[src/rtl/etherneco_synctimer_pkg.sv]
// ============================================================================
// Module : etherneco_synctimer_pkg
// Brief  : Shared packet layout constants and types for the synctimer command.
// Rev    : 1.0  initial release
// ============================================================================
`default_nettype none

package etherneco_synctimer_pkg;

    localparam int CMD_POS_CMD     = 0;
    localparam int CMD_POS_TIME    = 1;
    localparam int CMD_POS_OFFSET  = 9;
    localparam int OFFSET_BYTES    = 4;
    localparam int TIME_BYTES      = 8;

    localparam int CMD_BIT_CORRECT = 0;
    localparam int CMD_BIT_RENEW   = 1;

    typedef logic [TIME_BYTES-1:0][7:0]   time_pkt_t;
    typedef logic [OFFSET_BYTES-1:0][7:0] offset_pkt_t;

    function automatic int cmd_length(input int max_nodes);
        return CMD_POS_OFFSET + OFFSET_BYTES * max_nodes;
    endfunction

endpackage

`default_nettype wire

[src/rtl/etherneco_synctimer_field_capture.sv]
// ============================================================================
// Module : etherneco_synctimer_field_capture
// Brief  : Captures a multi-byte little-endian field from a payload byte stream.
// Rev    : 1.0  initial release
// ============================================================================
`default_nettype none

module etherneco_synctimer_field_capture #(
    parameter int FIELD_POS = 1,
    parameter int NUM_BYTES = 8
) (
    input  logic                   clk,
    input  logic                   rst,
    input  logic                   i_wr_en,
    input  logic [15:0]            i_pos,
    input  logic [7:0]             i_data,
    output logic [NUM_BYTES*8-1:0] o_field
);

    logic [7:0] r_bytes [NUM_BYTES];

    generate
        for (genvar b = 0; b < NUM_BYTES; b++) begin : g_byte
            always_ff @(posedge clk) begin
                if (rst) begin
                    r_bytes[b] <= '0;
                end else if (i_wr_en && (i_pos == 16'(FIELD_POS + b))) begin
                    r_bytes[b] <= i_data;
                end
            end
            assign o_field[b*8 +: 8] = r_bytes[b];
        end
    endgenerate

endmodule

`default_nettype wire

[src/rtl/etherneco_synctimer_slave_cmd_rx.sv]
// ============================================================================
// Module : etherneco_synctimer_slave_cmd_rx
// Brief  : Slave synctimer command receiver; issues a compensated set/adjust.
// Rev    : 1.0  initial release
// ============================================================================
`default_nettype none

module etherneco_synctimer_slave_cmd_rx
    import etherneco_synctimer_pkg::*;
#(
    parameter int TIMER_WIDTH  = 64,
    parameter int MAX_NODES    = 2,
    parameter int OFFSET_WIDTH = 24
) (
    input  logic                   clk,
    input  logic                   rst,
    input  logic [7:0]             node_index,
    input  logic [TIMER_WIDTH-1:0] current_time,
    input  logic                   rx_start,
    input  logic                   rx_end,
    input  logic                   rx_error,
    input  logic [15:0]            payload_pos,
    input  logic [7:0]             payload_data,
    input  logic                   payload_valid,
    output logic [TIMER_WIDTH-1:0] set_time,
    output logic                   set_valid,
    output logic [TIMER_WIDTH-1:0] adjust_time,
    output logic                   adjust_valid,
    output logic [15:0]            drop_count
);

    localparam int         CMD_LEN     = cmd_length(MAX_NODES);
    localparam logic [15:0] c_CMD_LEN   = 16'(CMD_LEN);
    localparam logic [15:0] c_COUNT_MAX = 16'(CMD_LEN + 1);

    localparam logic [1:0] ST_IDLE = 2'd0;
    localparam logic [1:0] ST_RECV = 2'd1;
    localparam logic [1:0] ST_CALC = 2'd2;
    localparam logic [1:0] ST_OUT  = 2'd3;

    logic [1:0]             r_state;
    logic [TIMER_WIDTH-1:0] r_start_time;
    logic [15:0]            r_byte_count;
    logic                   r_err;
    logic [1:0]             r_cmd;
    logic [TIMER_WIDTH-1:0] r_result;
    logic [15:0]            r_drop_count;

    logic                   w_wr_en;
    logic [15:0]            w_off_pos;
    logic                   w_node_ok;
    time_pkt_t              w_time_pkt;
    offset_pkt_t            w_off_pkt;
    logic [31:0]            w_off_flat;
    logic [TIMER_WIDTH-1:0] w_base;

    assign w_wr_en   = (r_state == ST_RECV) && payload_valid && !rx_start &&
                       (payload_pos < c_CMD_LEN);
    assign w_node_ok = ({8'd0, node_index} < 16'(MAX_NODES));

    // Rebase the position so node i's slot lands on the node-0 offset window.
    assign w_off_pos = payload_pos - {6'd0, node_index, 2'b00};

    etherneco_synctimer_field_capture #(
        .FIELD_POS (CMD_POS_TIME),
        .NUM_BYTES (TIME_BYTES)
    ) u_time_cap (
        .clk     (clk),
        .rst     (rst),
        .i_wr_en (w_wr_en),
        .i_pos   (payload_pos),
        .i_data  (payload_data),
        .o_field (w_time_pkt)
    );

    etherneco_synctimer_field_capture #(
        .FIELD_POS (CMD_POS_OFFSET),
        .NUM_BYTES (OFFSET_BYTES)
    ) u_offset_cap (
        .clk     (clk),
        .rst     (rst),
        .i_wr_en (w_wr_en),
        .i_pos   (w_off_pos),
        .i_data  (payload_data),
        .o_field (w_off_pkt)
    );

    assign w_off_flat = w_off_pkt;
    assign w_base     = TIMER_WIDTH'(w_time_pkt) +
                        TIMER_WIDTH'(w_off_flat[OFFSET_WIDTH-1:0]);

    always_ff @(posedge clk) begin
        if (rst) begin
            r_state      <= ST_IDLE;
            r_start_time <= '0;
            r_byte_count <= '0;
            r_err        <= 1'b0;
            r_cmd        <= '0;
            r_result     <= '0;
            r_drop_count <= '0;
        end else begin
            case (r_state)
                ST_IDLE: begin
                    if (rx_start) begin
                        r_start_time <= current_time;
                        r_byte_count <= '0;
                        r_err        <= 1'b0;
                        r_state      <= ST_RECV;
                    end
                end
                ST_RECV: begin
                    if (rx_start) begin
                        r_start_time <= current_time;
                        r_byte_count <= '0;
                        r_err        <= 1'b0;
                    end else begin
                        if (payload_valid && (r_byte_count != c_COUNT_MAX)) begin
                            r_byte_count <= r_byte_count + 16'd1;
                        end
                        if (payload_valid && (payload_pos == 16'(CMD_POS_CMD))) begin
                            r_cmd <= payload_data[1:0];
                        end
                        if (rx_error) begin
                            r_err <= 1'b1;
                        end
                        if (rx_end) begin
                            if (r_err || rx_error || (r_byte_count != c_CMD_LEN) || !w_node_ok) begin
                                r_state <= ST_IDLE;
                                if (r_drop_count != 16'hFFFF) begin
                                    r_drop_count <= r_drop_count + 16'd1;
                                end
                            end else begin
                                r_state <= ST_CALC;
                            end
                        end
                    end
                end
                ST_CALC: begin
                    // +1 makes the elapsed time match the local time during OUT.
                    r_result <= w_base + (current_time - r_start_time + TIMER_WIDTH'(1));
                    r_state  <= ST_OUT;
                end
                ST_OUT: begin
                    r_state <= ST_IDLE;
                end
                default: begin
                    r_state <= ST_IDLE;
                end
            endcase
        end
    end

    assign set_valid    = (r_state == ST_OUT) && r_cmd[CMD_BIT_RENEW];
    assign adjust_valid = (r_state == ST_OUT) && !r_cmd[CMD_BIT_RENEW] && r_cmd[CMD_BIT_CORRECT];
    assign set_time     = r_result;
    assign adjust_time  = r_result;
    assign drop_count   = r_drop_count;

endmodule

`default_nettype wire

[config.mk]
export PLATFORM = sky130hd
export DESIGN_NAME = etherneco_synctimer_slave_cmd_rx
export DESIGN_NICKNAME = d
export VERILOG_FILES = /design/src/rtl/etherneco_synctimer_pkg.sv /design/src/rtl/etherneco_synctimer_field_capture.sv /design/src/rtl/etherneco_synctimer_slave_cmd_rx.sv
export SDC_FILE = /design/constraint.sdc
export NUM_CORES = 1
export LEC_CHECK = 0
export ABC_AREA = 0
export ABC_CLOCK_PERIOD_IN_PS = 5100
export BUFFER_PORTS_ARGS = -buffer_cell sky130_fd_sc_hd__buf_4
export CAP_MARGIN = 20
export CORE_MARGIN = 2
export CORE_UTILIZATION = 53
export CTS_CLUSTER_SIZE = 24
export DETAILED_ROUTE_END_ITERATION = 16
export GPL_ROUTABILITY_DRIVEN = 0
export GPL_TIMING_DRIVEN = 0
export PLACE_DENSITY_LB_ADDON = 0.3
export SLEW_MARGIN = 20
export SYNTH_ARGS = -nofsm -noshare
export SYNTH_HDL_FRONTEND = slang
export SYNTH_HIERARCHICAL = 1
export SYNTH_SLANG_ARGS = --single-unit
export TNS_END_PERCENT = 20
[constraint.sdc]
create_clock -name clk -period 5.1 [get_ports clk]
set_input_delay 1.02 -clock clk [delete_from_list [all_inputs] [get_ports clk]]
set_output_delay 1.02 -clock clk [all_outputs]
set_load 0.02 [all_outputs]
==> results.md <==
* Critical path arrival at 5.36 ns
* Final setup violation count at 0
* Cts hold-fix bufs at 0
* Critical Path Fanout Max at 8
* Worst slew pin tran at 1.00 ns
* Synthesis Warnings at 6
* Leak pwr at 9.19 nW
* Final net count at 2598
* Max Buffers Root-to-Sink at 3
* RSZ-0062 raised after global routing: false
* Final hold vios at 0
* DR pass1 iterations at 6
* Die footprint at 34600 sq um
* Final wirelength at 49500 um
* Mapped cell area at 17600 sq um
* Post-DP HPWL at 39500 um
* Initial antenna violation count at 1
* Pwr per Cell Area at 314 nW/um^2
* DRT iter0 DRCs at 1391
* Req. time, crit path at 5.53 ns
* Vias in the first global route at 14413
* Post-route ant nets at 0
* Clock sinks at 253
* Post-layout min period at 4.94 ns
* Die height at 186 um
* Final Power at 6.59 mW
* Final Cycle Share at 96.8%
* CTS H-tree lvls at 1
* Skew-Pair Late Insertion Delay at 0.55 ns
* Via/cell ratio at 5.55
* Area grow syn2layout at 19.4%
* Routed len/inst at 17.9 um
* Hold WC Path Type: reg2reg
* Clk_skew at 0.0120 ns
* Syn nets at 2321
* Status: complete, no violations
* Total grt overflow at 0
* Buffers added on ports at 247
* IR drop worst, VDD at 0.261 mV
* ANT cells at 0
* Post-Synthesis Cells at 2016
* Clock group share of total power at 31.7%
* Post-CTS Setup Bufs at 0
* CTS buffer count at 28
* Std-Cell Core Area at 32600 sq um
* Setup crit end kind: register
* Startpoint class of the critical path: primary input
* Resize count post-CTS at 0
* Final Max Slew Viols at 0
* Peak Freq at 203 MHz
* CTS tree: built
* Sw Pwr at 2.32 mW
* Sw frac at 35.3%
* Synth Area per Inst at 8.71 sq um
* Initial cell density of the core at 53.8%
* DRC at 0
* Seq pwr share at 33.0%
* Commonest non-fill, non-tap cell in the layout: buf_4
* Finished Cell Area at 21000 sq um
* Internal power at 4.27 mW
* Global-route wire length before repair at 75600 um
* Post-DP Area at 20000 sq um
* Clk root buf: clkbuf_16
* Worst-path clk slew at 0.06 ns
* Io pins at 248
* Logic pwr share at 35.3%
* Share of layout cells above drive strength 1 at 18.2%
* Most frequent cells in the layout: buf_4 (312), nand2_1 (286), inv_1 (243)
* Row count at 66
* Largest net degree at the start of global routing at 15
* Routed vias at 15305
* MaxCap Viol Count at 0
* Rel. slew slack at 33.2%
* CP Class: in2reg
* Die Wd at 186 um
* GRT Overall Usage at 28.2%
## worst max-delay path, cell delays in order
cell,delay (ns)
buf_4,0.13
fa_1,0.55
inv_1,0.06
fa_1,0.51
inv_1,0.05
ha_1,0.28
clkbuf_1,0.20
a21oi_1,0.27
o211ai_1,0.13
a31o_2,0.27
a41oi_1,0.18
o21ai_1,0.18
a21o_1,0.28
o31ai_2,0.47
nor3_1,0.13
or3b_1,0.38
xnor2_1,0.17
o21ai_0,0.09
## path summary, 6_finish.rpt
check	startpoint	end	slack, ns	depth (start not counted)
setup / recovery	current_time[16]	adjust_time[49]	0.16	18
hold / removal	r_start_time[2]	r_start_time[2]	0.45	2
setup reg to reg	u_time_cap/r_bytes[0][0]	adjust_time[38]	0.36	18
hold reg to reg	r_start_time[2]	r_start_time[2]	0.45	2
## state kept, by name, summed over array words and instances, names as in the netlist, named ones only
register,cells
r_cmd,2
r_err,1
adjust_time,64
r_byte_count,16
u_time_cap/r_bytes,64
u_offset_cap/r_bytes,24
drop_count,16
r_state,1
r_start_time,64
## stage by stage
| step | hold slack (ns) | util [%] | setup TNS (ns) | std cells | setup WS (ns) |
|---|---|---|---|---|---|
| global route | 0.474 | 64.3 | 0 | 2757 | 0.0139 |
| finish | 0.453 | 64.3 | 0 | 2757 | 0.162 |
| detailed placement | 0.447 | 61.2 | -6.11 | 2705 | -0.446 |
| global placement | 0.440 | 61.2 | -2.92 | 2705 | -0.339 |
| CTS | 0.455 | 64.2 | 0 | 2757 | 0.111 |
| floorplan | 0.436 | - | 0 | 2016 | 0.176 |
## routing by layer
metal  track usage, %  share of wire, %  wire length [um]
met1             37.0                41             20500
met2             45.9                45             22400
met3             5.69               9.2              4540
met4             10.9               4.1              2050
met5                0                 0                 0
## power by group through the flow
stage               clock, mW  sequential (mW)  combinational, mW
finish                   2.09             2.17               2.33
global route             2.20             2.18               2.57
CTS                      2.12             2.17               2.27
detailed placement          0             2.22               2.24
global placement            0             2.21               2.19
floorplan                   0             2.20               1.67
## final cells by class
cell class	count	area [sq um]
repair buffers	247	1850
inverters	244	916
plain buffers	162	918
well taps	442	553
clock inverters	15	180
fillers	2708	11700
multi-input cells	1357	9830
flip-flops and latches	253	5950
clock buffers	37	774
No activity file was read; power rests on OpenSTA's default activity.
